===== src/rtl/ball_mover.sv =====
// Billiard-ball mover: per-frame motion with cushion bounces and friction, plus a
// 2-stage disc renderer. Optional white stripe band selected by macro BALL_STRIPE_EN.
module ball_mover #(
    parameter int RADIUS       = 16,
    parameter int X_MIN        = 64,
    parameter int X_MAX        = 960,
    parameter int Y_MIN        = 64,
    parameter int Y_MAX        = 704,
    parameter int X_INIT       = 256,
    parameter int Y_INIT       = 384,
    parameter int VW           = 6,
    parameter int FRICTION_DIV = 8
) (
    input  logic                 clk,
    input  logic                 reset_n,
    input  logic                 frame_tick,
    input  logic                 launch_valid,
    output logic                 launch_ready,
    input  logic signed [VW-1:0] launch_vx,
    input  logic signed [VW-1:0] launch_vy,
    input  logic [10:0]          hcount,
    input  logic [10:0]          vcount,
    input  logic [23:0]          color,
    input  logic                 striped,
    output logic [23:0]          pixel,
    output logic [10:0]          x,
    output logic [10:0]          y,
    output logic                 moving,
    output logic                 wall_hit
);

    localparam int CW = $clog2(FRICTION_DIV + 1);
    localparam logic [CW-1:0]        FRIC_LAST = CW'(FRICTION_DIV - 1);
    localparam logic signed [12:0]   X_LO = 13'(X_MIN + RADIUS);
    localparam logic signed [12:0]   X_HI = 13'(X_MAX - RADIUS);
    localparam logic signed [12:0]   Y_LO = 13'(Y_MIN + RADIUS);
    localparam logic signed [12:0]   Y_HI = 13'(Y_MAX - RADIUS);
    localparam logic signed [VW-1:0] V_MIN = {1'b1, {(VW-1){1'b0}}};
    localparam logic signed [VW-1:0] V_MAX = {1'b0, {(VW-1){1'b1}}};
    localparam logic signed [VW-1:0] V_ONE = {{(VW-1){1'b0}}, 1'b1};
    localparam logic [22:0]          R_SQ  = 23'(RADIUS * RADIUS);

    typedef enum logic [1:0] {
        IDLE   = 2'd0,
        MOVING = 2'd1,
        STEP   = 2'd2,
        CHECK  = 2'd3
    } state_t;

    // Negation that keeps the most negative velocity representable.
    function automatic logic signed [VW-1:0] neg_sat(input logic signed [VW-1:0] v);
        if (v == V_MIN) begin
            neg_sat = V_MAX;
        end else begin
            neg_sat = -v;
        end
    endfunction

    function automatic logic signed [VW-1:0] toward_zero(input logic signed [VW-1:0] v);
        if (v == '0) begin
            toward_zero = v;
        end else if (v[VW-1]) begin
            toward_zero = v + V_ONE;
        end else begin
            toward_zero = v - V_ONE;
        end
    endfunction

    state_t                state_q;
    logic [10:0]           x_q, y_q;
    logic signed [VW-1:0]  vx_q, vy_q;
    logic [CW-1:0]         fric_q;
    logic signed [11:0]    nx_q, ny_q;
    logic                  launch_ready_q, moving_q, wall_hit_q;

    logic signed [12:0]    nx_ext_s, ny_ext_s;
    logic [10:0]           x_d, y_d;
    logic signed [VW-1:0]  bvx_s, bvy_s, vx_d, vy_d;
    logic                  bx_s, by_s;
    logic [CW-1:0]         fric_d;

    // Cushion resolution and friction for the CHECK cycle.
    always_comb begin
        nx_ext_s = {nx_q[11], nx_q};
        ny_ext_s = {ny_q[11], ny_q};
        if (nx_ext_s < X_LO) begin
            x_d = X_LO[10:0]; bvx_s = neg_sat(vx_q); bx_s = 1'b1;
        end else if (nx_ext_s > X_HI) begin
            x_d = X_HI[10:0]; bvx_s = neg_sat(vx_q); bx_s = 1'b1;
        end else begin
            x_d = nx_q[10:0]; bvx_s = vx_q; bx_s = 1'b0;
        end
        if (ny_ext_s < Y_LO) begin
            y_d = Y_LO[10:0]; bvy_s = neg_sat(vy_q); by_s = 1'b1;
        end else if (ny_ext_s > Y_HI) begin
            y_d = Y_HI[10:0]; bvy_s = neg_sat(vy_q); by_s = 1'b1;
        end else begin
            y_d = ny_q[10:0]; bvy_s = vy_q; by_s = 1'b0;
        end
        if (fric_q == FRIC_LAST) begin
            fric_d = '0;
            vx_d   = toward_zero(bvx_s);
            vy_d   = toward_zero(bvy_s);
        end else begin
            fric_d = fric_q + CW'(1'b1);
            vx_d   = bvx_s;
            vy_d   = bvy_s;
        end
    end

    // Motion FSM with registered handshake and status outputs.
    always_ff @(posedge clk or negedge reset_n) begin
        if (!reset_n) begin
            state_q        <= IDLE;
            x_q            <= 11'(X_INIT);
            y_q            <= 11'(Y_INIT);
            vx_q           <= '0;
            vy_q           <= '0;
            fric_q         <= '0;
            nx_q           <= '0;
            ny_q           <= '0;
            launch_ready_q <= 1'b1;
            moving_q       <= 1'b0;
            wall_hit_q     <= 1'b0;
        end else begin
            wall_hit_q <= 1'b0;
            case (state_q)
                IDLE: begin
                    if (launch_valid && launch_ready_q) begin
                        vx_q   <= launch_vx;
                        vy_q   <= launch_vy;
                        fric_q <= '0;
                        if ((launch_vx != '0) || (launch_vy != '0)) begin
                            state_q        <= MOVING;
                            launch_ready_q <= 1'b0;
                            moving_q       <= 1'b1;
                        end else begin
                            state_q <= IDLE;
                        end
                    end else begin
                        state_q <= IDLE;
                    end
                end
                MOVING: begin
                    if (frame_tick) begin
                        state_q <= STEP;
                    end else begin
                        state_q <= MOVING;
                    end
                end
                STEP: begin
                    nx_q    <= {1'b0, x_q} + {{(12-VW){vx_q[VW-1]}}, vx_q};
                    ny_q    <= {1'b0, y_q} + {{(12-VW){vy_q[VW-1]}}, vy_q};
                    state_q <= CHECK;
                end
                CHECK: begin
                    x_q        <= x_d;
                    y_q        <= y_d;
                    vx_q       <= vx_d;
                    vy_q       <= vy_d;
                    fric_q     <= fric_d;
                    wall_hit_q <= bx_s | by_s;
                    if ((vx_d == '0) && (vy_d == '0)) begin
                        state_q        <= IDLE;
                        launch_ready_q <= 1'b1;
                        moving_q       <= 1'b0;
                    end else begin
                        state_q <= MOVING;
                    end
                end
                default: begin
                    state_q        <= IDLE;
                    launch_ready_q <= 1'b1;
                    moving_q       <= 1'b0;
                end
            endcase
        end
    end

    logic [11:0] hdiff_s, vdiff_s;
    logic [10:0] dx_s, dy_s;
    logic [10:0] dx_q, dy_q;
    logic [23:0] color_q;
    logic [22:0] dsq_s;
    logic [23:0] pixel_d, pixel_q;
`ifdef BALL_STRIPE_EN
    logic        striped_q;
`else
    logic        unused_striped_s;
    assign unused_striped_s = striped;
`endif

    // Absolute raster distance to the current centre, and disc colouring.
    always_comb begin
        hdiff_s = {1'b0, hcount} - {1'b0, x_q};
        vdiff_s = {1'b0, vcount} - {1'b0, y_q};
        dx_s    = hdiff_s[11] ? (~hdiff_s[10:0] + 11'd1) : hdiff_s[10:0];
        dy_s    = vdiff_s[11] ? (~vdiff_s[10:0] + 11'd1) : vdiff_s[10:0];
        dsq_s   = ({12'd0, dx_q} * {12'd0, dx_q}) + ({12'd0, dy_q} * {12'd0, dy_q});
        pixel_d = 24'h000000;
        if (dsq_s <= R_SQ) begin
`ifdef BALL_STRIPE_EN
            if (striped_q && (dx_q < 11'd6)) begin
                pixel_d = 24'hFFFFFF;
            end else begin
                pixel_d = color_q;
            end
`else
            pixel_d = color_q;
`endif
        end else begin
            pixel_d = 24'h000000;
        end
    end

    // Two-stage pixel pipeline.
    always_ff @(posedge clk or negedge reset_n) begin
        if (!reset_n) begin
            dx_q      <= '0;
            dy_q      <= '0;
            color_q   <= '0;
            pixel_q   <= '0;
`ifdef BALL_STRIPE_EN
            striped_q <= 1'b0;
`endif
        end else begin
            dx_q      <= dx_s;
            dy_q      <= dy_s;
            color_q   <= color;
            pixel_q   <= pixel_d;
`ifdef BALL_STRIPE_EN
            striped_q <= striped;
`endif
        end
    end

    assign launch_ready = launch_ready_q;
    assign moving       = moving_q;
    assign wall_hit     = wall_hit_q;
    assign x            = x_q;
    assign y            = y_q;
    assign pixel        = pixel_q;

endmodule


===== config.mk =====
export PLATFORM = sky130hd
export DESIGN_NAME = ball_mover
export DESIGN_NICKNAME = d
export VERILOG_FILES = /design/src/rtl/ball_mover.sv
export SDC_FILE = /design/constraint.sdc
export NUM_CORES = 1
export LEC_CHECK = 0
export CORE_MARGIN = 8
export CORE_UTILIZATION = 30
export CTS_CLUSTER_DIAMETER = 200
export DETAILED_ROUTE_END_ITERATION = 6
export GPL_ROUTABILITY_DRIVEN = 0
export PLACE_DENSITY = 0.49
export SETUP_SLACK_MARGIN = 0.4
export SLEW_MARGIN = 10
export SYNTH_ARGS = -nofsm -noshare
export SYNTH_HDL_FRONTEND = slang
export SYNTH_SLANG_ARGS = --single-unit

===== constraint.sdc =====
create_clock -name clk -period 15.1 [get_ports clk]
set_input_delay 1.51 -clock clk [delete_from_list [all_inputs] [get_ports clk]]
set_output_delay 1.51 -clock clk [all_outputs]
set_load 0.05 [all_outputs]

After elaboration in Yosys (flattened, before gate mapping)
Cells that the tools add are included.
- bits in registers: 137
- output and inout port bits: 49
- bits of input ports: 63
- word-level logic and storage cells: 105
- $lt $le $gt $ge: 5
- bitwise operators: 3
- $add $sub $neg: 14
- muxes and demuxes: 44
- equality and inequality tests: 9
- $mul: 2
- reduce and logical (&&, ||, !) cells: 13
- operators by type and width (kind ; count):
    $mux 6 ; 14
    $mux 11 ; 6
    $mul 11x11->22 ; 2
    $add 11x12->12 ; 2
    $gt 12x11->1 const B ; 2
    $logic_not 6->1 ; 4
    $lt 12x8->1 const B ; 2
    $mux 24 ; 1
    $pmux 6 s2 ; 2
    $sub 11x11->12 ; 2
    $add 22x22->23 ; 1
    $le 23x9->1 const B ; 1
    $add 11x1->11 const B ; 2
    $not 11->11 ; 2
    $mux 1 ; 13
    $add 6x2->6 const B ; 2
    $eq 6x6->1 const B ; 2
    $neg 6->6 ; 2
    $reduce_bool 6->1 ; 2
    $sub 6x2->6 const B ; 2
    $mux 4 ; 2
    $pmux 2 s4 ; 1
    $pmux 4 s2 ; 1
    $ne 2x2->1 const B ; 3
    other kinds (13) ; 17

Logic depth before layout (Yosys ltp)
Gate-level depths: netlist of run 1.
- depth after elaboration: 12
- depth in mapped cells: 28
- mapped depth without buffers: 26

Worst setup path before layout of run 1
OpenSTA, ideal clock, no wires.
- path type: register to register
- start: reg dy_q[10]
- end: reg pixel_q[10] (netlist: pixel[10])
- data arrival time: 7.114 ns
- library setup time: 0.066 ns
- path slack: 7.920 ns
- cell stages (with the launch flop): 25
- data required time: 15.034 ns
- clock period less this slack: 7.180 ns
- buffers on the path: 2
- cell sequence: dfrtp_1 -> clkbuf_1 -> and2_1 -> fa_1 -> inv_1 -> fa_1 -> inv_1 -> fa_1 -> fa_1 -> fa_1 -> fa_1 -> inv_1 -> fa_1 -> inv_1 -> ha_1 -> nand2_1 -> o21ai_0 -> a221o_1 -> a31o_1 -> a311oi_2 -> a21oi_1 -> or4_4 -> a2111oi_4 -> buf_6 -> and2_1
- word-level cells in the longest chain between the ends: 4
- ends and longest elaborated chain (what ; line ; source):
    start, declared ; 182 ; logic [10:0] dx_q, dy_q;
    start signal, assigned ; 228 ; dy_q <= dy_s;
    $mul 11x11->22 ; 199 ; dsq_s = ({12'd0, dx_q} * {12'd0, dx_q}) + ({12'd0, dy_q} * {12'd0, dy_q});
    $add 22x22->23 ; 199 ;
    $le 23x9->1 ; 201 ; if (dsq_s <= R_SQ) begin
    $mux 24 ; 201 ;
    via pixel_d[10] ; 185 ; logic [23:0] pixel_d, pixel_q;
    end signal, assigned ; 230 ; pixel_q <= pixel_d;
    end, declared ; 185 ;
The timed path passes the listed nets, and every way through them passes these cells.
A chain may end at the register's enable or synchronous reset.

Worst setup path after layout of run 1
- start: reg dy_q[9]
- end: reg pixel_q[14] (netlist: pixel[14])
The elaborated chain is that of the path after synthesis.

==> results of run 1 <==
cells by family (layout without fill, tap and decap cells):
kind of cell	count (synthesis)	after routing
mux	14	14
fa+ha+maj	327	327
simple gates	403	403
buf+inv	342	450
xor+xnor	72	72
compound gates	292	292
flops	137	137
worst max-delay path, cell delays in order, from the launching register on:
cell and delay, ns:
sky130_fd_sc_hd__dfrtp_1 0.61, sky130_fd_sc_hd__nand2_1 0.17, sky130_fd_sc_hd__inv_1 0.11, sky130_fd_sc_hd__fa_1 0.45, sky130_fd_sc_hd__fa_1 0.55, sky130_fd_sc_hd__inv_1 0.05
sky130_fd_sc_hd__fa_1 0.53, sky130_fd_sc_hd__inv_1 0.06, sky130_fd_sc_hd__fa_1 0.50, sky130_fd_sc_hd__fa_1 0.52, sky130_fd_sc_hd__fa_1 0.57, sky130_fd_sc_hd__inv_1 0.07
sky130_fd_sc_hd__fa_1 0.53, sky130_fd_sc_hd__inv_1 0.04, sky130_fd_sc_hd__ha_1 0.36, sky130_fd_sc_hd__clkinv_1 0.11, sky130_fd_sc_hd__a21oi_1 0.06, sky130_fd_sc_hd__a2111oi_0 0.44
sky130_fd_sc_hd__o2111ai_1 0.17, sky130_fd_sc_hd__a2111oi_0 0.74, sky130_fd_sc_hd__nor4b_1 0.41, sky130_fd_sc_hd__o2111ai_1 0.23, sky130_fd_sc_hd__a2111oi_4 0.32, sky130_fd_sc_hd__buf_4 0.30
sky130_fd_sc_hd__and2_1 0.16
cells in the final DEF, fill, tap and decap left out, types with 17 or more instances in the layout:
cell | netlist | layout
sky130_fd_sc_hd__fa_1 | 172 | 172
sky130_fd_sc_hd__and2_1 | 76 | 76
sky130_fd_sc_hd__a21o_1 | 24 | 24
sky130_fd_sc_hd__o21ai_0 | 75 | 75
sky130_fd_sc_hd__nor3_1 | 19 | 18
sky130_fd_sc_hd__nand2b_1 | 18 | 18
sky130_fd_sc_hd__ha_1 | 155 | 155
sky130_fd_sc_hd__nor2_1 | 70 | 70
sky130_fd_sc_hd__xnor2_1 | 48 | 48
sky130_fd_sc_hd__inv_1 | 298 | 298
sky130_fd_sc_hd__nor2b_1 | 21 | 21
sky130_fd_sc_hd__clkbuf_16 | 0 | 17
sky130_fd_sc_hd__dfrtp_1 | 133 | 133
sky130_fd_sc_hd__nand3_1 | 24 | 24
sky130_fd_sc_hd__a21oi_1 | 65 | 65
sky130_fd_sc_hd__clkdlybuf4s50_1 | 0 | 109
sky130_fd_sc_hd__xor2_1 | 24 | 24
sky130_fd_sc_hd__nand2_1 | 113 | 113
per-stage QoR:
step           setup WS, ns  cells  utilization
2_1_floorplan          7.92   1587            -
3_3_place_gp           6.91   2327        0.342
3_5_place_dp           6.97   2327        0.342
4_1_cts                6.95   2359        0.353
5_1_grt                6.47   2359        0.353
6_report               6.98   2359        0.353
flip-flops by register name (all words and copies together) (netlist names), named ones only:
register,count
pixel,24
moving,1
ny_q,12
color_q,24
wall_hit,1
dx_q,11
nx_q,12
state_q,1
vx_q,6
dy_q,11
fric_q,4
vy_q,6
y,11
launch_ready,1
x,11
final timing paths:
kind                              from           to  slack (ns)
min reg2reg                color_q[15]    pixel[15]        0.44
max                            dy_q[9]    pixel[14]        6.98
max in group asynchronous      reset_n  color_q[13]       12.74
min in group asynchronous      reset_n      vy_q[4]        1.12
max reg2reg                    dy_q[9]    pixel[14]        6.98
min                        color_q[15]    pixel[15]        0.44
layout make-up:
type,instances,share of cell area
Inverter,299,0.0649
Clock inverter,14,0.00738
Timing Repair Buffer,119,0.0677
Clock buffer,18,0.0254
Multi-Input combinational cell,1108,0.588
Sequential cell,137,0.199
Tap cell,664,0.0481
routing by layer:
metal  wire [µm]  up-vias  track usage
li1            -     5362            -
met1       16200     5454        0.167
met2       18100      106        0.225
met3         808       33       0.0168
met4         519        0       0.0350
met5           0        -            0
==> impl.org, run 1 <==
** Final layout
- Total of fill cells in the finished design :: 5051
- Total inserted antenna cells :: 0
- Across the whole layout, storage elements account for 0.00343 mm².
- The area growth from synthesis to layout is 16.1%.
- The finished cells cover 0.0173 mm².
- Multi-input logic area :: 0.0102 mm²
- At the end of the flow, the number of nets in the layout was 2072.
- In the final layout, the share of cells above drive strength 1 is 0.0437.

** Floorplanning
- The core region is 0.0490 mm².
- The die is 239 µm tall.
- Overall die area :: 0.0570 mm²
- Measured along the x axis, the die boundary spans 239 µm.
- Floorplan row count :: 81
- The initial utilization of the core area, before any placement, comes to 0.304.
- Boundary Pins :: 112

** Synth
- Post-synthesis share of cell area spent on and, or, nand and nor gates :: 0.138
- The Yosys step of the flow raised 0 warnings.
- Number of distinct library cells after synthesis :: 70
- Synthesized Nets :: 1977
- Post-synth top area share :: 0.231
- After synthesis, the largest family of logic cells by area is adder cells.
- Average cell area after synthesis :: 9.39 µm²
- Summing every instance area after synthesis gives 0.0149 mm².
- Synthesis-stage register bit count :: 137
- In the synthesized netlist the dominant register cell turns out to be sky130_fd_sc_hd__dfrtp_1.
- The complex-gate fraction of the synthesized area was 0.130.
- Of the total synthesized cell area, the portion taken by XOR and XNOR cells is 0.0423.
- Of the total synthesized cell area, the portion taken by full adders, half adders and majority gates is 0.361.
- Most common cell in the netlist :: sky130_fd_sc_hd__inv_1
- In the synthesized netlist the async set-or-reset flop fraction comes to 1.00.
- Measured against the total synthesized area, the mux share comes to 0.00991.
- Largest cells by area after synthesis :: sky130_fd_sc_hd__fa_1, sky130_fd_sc_hd__dfrtp_1, sky130_fd_sc_hd__ha_1, sky130_fd_sc_hd__inv_1, sky130_fd_sc_hd__and2_1
- In the synthesized netlist, the cells that appear most often are sky130_fd_sc_hd__inv_1, sky130_fd_sc_hd__fa_1, sky130_fd_sc_hd__ha_1, sky130_fd_sc_hd__dfrtp_1, sky130_fd_sc_hd__nand2_1.
- In this run, synthesis inferred 0 flip-flops with an integrated enable.
- The largest total area in the synthesized netlist belongs to sky130_fd_sc_hd__fa_1.
- Syn Inst Count :: 1587
- Part of the Yosys area used for sequential elements :: 0.230

** Clock network
- Once the clock tree was built, the resizer swapped 0 gates to a different size.
- At the later pin of the worst-skew pair, clock insertion delay measures 0.44 ns.
- Quantity of hold-fixing buffers added after cts :: 0
- Clock tree synthesis selected as its root buffer the cell sky130_fd_sc_hd__clkbuf_16.
- The tree built by TritonCTS fans out to 137 sinks.
- In this run the post-CTS setup repair buffer count came out at 0.
- The H-tree generated during clock tree synthesis spans 4 levels.
- The clock passes through at most 2 buffers.
- TritonCTS clock tree :: done
- Number of buffers created by CTS :: 17
- Clock-pin slew was measured on the worst setup and hold paths at 0.06 ns.

** Place
- In this run the cell area measured after placement is 0.0167 mm².
- DP HPWL :: 29300 µm
- Buffers placed on the I/O ports in this run total 110.

** STA
- Setup violations remaining at the end of the flow were counted as 0.
- In the finished design, the share of the clock period the worst path needs comes to 0.538.
- Final hold analysis gives a worst-case slack of 0.444 ns.
- Measured slew at the worst slew-check pin :: 0.835 ns
- RSZ-0062 raised after global routing :: false
- Worst-case clock skew :: 0.00945 ns
- The total count of max-transition violations in the final report is 0.
- Max-Slew Margin vs Limit :: 0.441
- Setup_tns :: 0 ns
- The smallest clock period supported by the final layout is computed as 8.12 ns.
- The final hold violation count was 0.
- Highest Clock Rate :: 123 MHz

** Detailed routing
- For this block, the initial DRC count from the detailed router was 345.
- In the routed design, unresolved DRC markers number 0.
- Number of vias after detailed routing :: 11000
- In the routed layout, each cell is associated on average with a via count of 4.64.
- For this block, the routed nets add up to 35600 µm of wire.
- Number of search-and-repair iterations in the first detailed-routing pass :: 6
- Antenna-violating nets left :: 0
- Routed len/inst :: 15.1 µm

** Worst setup path
- CP Max Fanout :: 24
- The worst setup path is of the flop to flop kind.
- CP Data Required Time :: 15.48 ns
- The worst setup path is captured at a flop.
- Critical path data arrival time :: 8.50 ns
- Setup crit start kind :: flop
- Worst reg-to-reg path cell count :: 24

** Global route
- Wire length of the first global-routing pass :: 60100 µm
- Number of antenna violations at the first check in global routing :: 0
- Maximum number of pins on one net before global-route repair :: 85
- After global routing the overflow that remains totals 0.
- The via count of the first global-routing pass was 11500.
- Across every metal layer, demand over resource in global routing totals 0.129.

** Min path
- The tightest min-delay check is of the flop to flop type.
- Number of cells traversed by the worst hold path :: 1

** Run
- Max-cap violations in this run came to 0.

** Status
- Outcome :: completed
Power of run 1 is left out: the tool's default activity adds up to more than one toggle a clock period on the data nets, which glitch-free logic cannot reach.
==> inputs of run 2 (changes only) <==
Clock period 15.1 ns to 8 ns, I/O delays scaled along.
==> impl.org, run 2 (same netlist as run 1, synthesis figures left out) <==
** Detailed routing
- The number of nets with antenna violations after detailed routing is 0 (unchanged).
- The routed wire length is 36000 µm (+1.1%).
- The DRC violation total after the first TritonRoute iteration came to 437 (+27%).
- Via density per instance :: 4.63 (-0.28%)
- The number of remaining DRC errors came to 0 (unchanged).
- Routed len/inst :: 15.0 µm (-0.64%)
- The number of iterations in the first detailed-routing pass is 5 (-1).
- Number of vias after detailed routing :: 11100 (+1.5%)

** Floorplanning
- The total number of placement rows is 81 (unchanged).
- The horizontal extent of the die is 239 µm (unchanged).
- The number of I/O pins was 112 (unchanged).
- Overall die area :: 0.0570 mm² (unchanged)
- The height of the chip came to 239 µm (unchanged).
- Starting utilization of the core area :: 0.304 (unchanged)
- Placeable core region :: 0.0490 mm² (unchanged)

** Place
- The count of buffers from port buffering was 110 (unchanged).
- DP HPWL :: 29200 µm (-0.37%)
- The instance count after placement with tap cells included was 2347 (+0.86%).
- Dpl cell area :: 0.0169 mm² (+0.97%)

** Clock network
- The clock-pin slew of the registers on the worst-case setup and hold paths is 0.06 ns (about the same).
- Number of clock sinks :: 137 (unchanged)
- The total clock buffers created by CTS is 17 (unchanged).
- The number of H-tree branching levels came to 4 (unchanged).
- The cell sitting at the root of the clock tree is a sky130_fd_sc_hd__clkbuf_16.
- Clock network latency to the later pin of the worst-skew pair :: 0.44 ns (about the same)
- TritonCTS clock tree :: done
- The clock tree buffer depth came to 2 (unchanged).

** Final layout
- The area of combinational cells with multiple inputs was 0.0103 mm² (+1.8%).
- The flip-flop and latch area is 0.00345 mm² (+0.47%).
- Layout net count :: 2113 (+2.0%)
- Final cell area excluding filler cells :: 0.0178 mm² (+3.0%)
- Total of fill cells in the finished design :: 4937 (-2.3%)
- Total inserted antenna cells :: 0 (unchanged)
- The library cell used most frequently in the layout, excluding fill and tap cells, is sky130_fd_sc_hd__inv_1.
- From synthesis to final layout, the design area changed by 19.6%.
- Commonest cells after routing, fill and taps aside :: sky130_fd_sc_hd__inv_1, sky130_fd_sc_hd__fa_1, sky130_fd_sc_hd__ha_1
- The number of cells in the finished layout apart from fillers was 2400 (+1.7%).
- The share of cells above drive strength 1 came to 0.0893 (+0.0456).

** Global route
- The global-route wire length before repair was 59500 µm (-1.1%).
- Via count of the first global-routing pass :: 11600 (+0.94%)
- Number of antenna violations at the first check in global routing :: 0 (unchanged)
- The overall routing resource usage was 0.129 (-0.000677).
- The overflow left after global routing came to 0 (unchanged).
- The maximum number of pins on one net before global-route repair was 91 (+7.1%).

** STA
- The total count of max-transition violations in the final report came to 0 (unchanged).
- The highest clock frequency the design can meet came to 137 MHz (+11%).
- Setup repair after global routing left no endpoint under its margin.
- Final clock period utilization by the worst path :: 0.915 (+0.378)
- Final Setup Violations :: 0 (unchanged)
- Number of endpoints with negative hold slack in the final report :: 0 (unchanged)
- The relative slew slack came to 0.405 (-0.0368).
- The setup TNS is 0 ns (unchanged).
- The actual transition at the worst max-transition pin is 0.893 ns (+0.0583 ns).
- Minimum clock period after layout :: 7.32 ns (-0.797 ns)
- The worst setup skew after layout was 0.00961 ns (+0.000161 ns).

** Worst setup path
- The setup path with the least slack is of type flop to flop.
- CP Data Required Time :: 8.38 ns (-7.10 ns)
- Setup crit start kind :: flop
- CP Max Fanout :: 10 (-58%)
- The data arrival time at the worst-slack endpoint was 7.70 ns (-0.80 ns).
- Endpoint kind of the worst setup timing path :: flop

** Min path
- In this run the worst hold path is classified as input pin to asynchronous set/reset pin.

** Run
- The number of maximum-capacitance violations was 0 (unchanged).

** Status
- Outcome :: completed
[run 2: cell type report]
| class | count | area share |
|---|---|---|
| multi-input cells | 1108 | 0.581 |
| flip-flops and latches | 137 | 0.194 |
| repair buffers | 160 | 0.0853 |
| inverters | 299 | 0.0630 |
| well taps | 664 | 0.0466 |
| clock buffers | 17 | 0.0239 |
| clock inverters | 15 | 0.00653 |
[run 2: metrics by stage]
stage / util / hold WS (ns) / setup slack (ns)
final: 0.364 / 0.443 / 0.678
after global routing: 0.364 / 0.454 / 0.376
after CTS: 0.359 / 0.444 / 0.403
after detailed placement: 0.345 / 0.433 / -0.0227
after global placement: 0.345 / 0.428 / -0.162
after floorplan: - / 0.428 / 0.820
[run 2: timing repair]
item	CTS	global route
resized for setup	19	36
setup endpoints to repair	24	24
gates cloned	2	0
setup buffers	5	14
hold buffers	0	0
pin swaps	6	27
[run 2: critical path, cell delays in order (launching register included)]
cell	delay (ns)
sky130_fd_sc_hd__dfrtp_1	0.37
sky130_fd_sc_hd__buf_4	0.17
sky130_fd_sc_hd__and2_2	0.23
sky130_fd_sc_hd__fa_1	0.54
sky130_fd_sc_hd__inv_1	0.05
sky130_fd_sc_hd__fa_1	0.52
sky130_fd_sc_hd__inv_1	0.05
sky130_fd_sc_hd__fa_1	0.45
sky130_fd_sc_hd__fa_1	0.52
sky130_fd_sc_hd__fa_1	0.45
sky130_fd_sc_hd__fa_1	0.55
sky130_fd_sc_hd__inv_1	0.07
sky130_fd_sc_hd__fa_1	0.53
sky130_fd_sc_hd__inv_1	0.06
sky130_fd_sc_hd__ha_4	0.26
sky130_fd_sc_hd__nand2_2	0.07
sky130_fd_sc_hd__o21ai_2	0.07
sky130_fd_sc_hd__a221o_1	0.34
sky130_fd_sc_hd__a31o_4	0.24
sky130_fd_sc_hd__a311oi_2	0.30
sky130_fd_sc_hd__a21oi_1	0.07
sky130_fd_sc_hd__or4_4	0.50
sky130_fd_sc_hd__a2111oi_4	0.39
sky130_fd_sc_hd__buf_4	0.19
sky130_fd_sc_hd__clkbuf_16	0.14
sky130_fd_sc_hd__and2_1	0.12
[run 2: final timing paths]
check	startpoint	to	slack (ns)	cells past startpoint
setup / recovery	dy_q[10]	pixel[12]	0.68	25
hold / removal	reset_n	ny_q[3]	0.44	1
setup reg to reg	dy_q[10]	pixel[12]	0.68	25
hold reg to reg	color_q[21]	pixel[21]	0.44	1
max in group asynchronous	reset_n	dx_q[8]	6.31	2
min in group clk	color_q[21]	pixel[21]	0.44	1
[run 2: layer usage]
metal | wire [µm] | GRT usage | vias up
met5 | 0 | 0 | -
met4 | 366 | 0.0290 | 0
met3 | 1180 | 0.0198 | 23
met2 | 18400 | 0.229 | 163
met1 | 16100 | 0.162 | 5482
li1 | - | - | 5446
Power of run 2 is left out for the same reason.
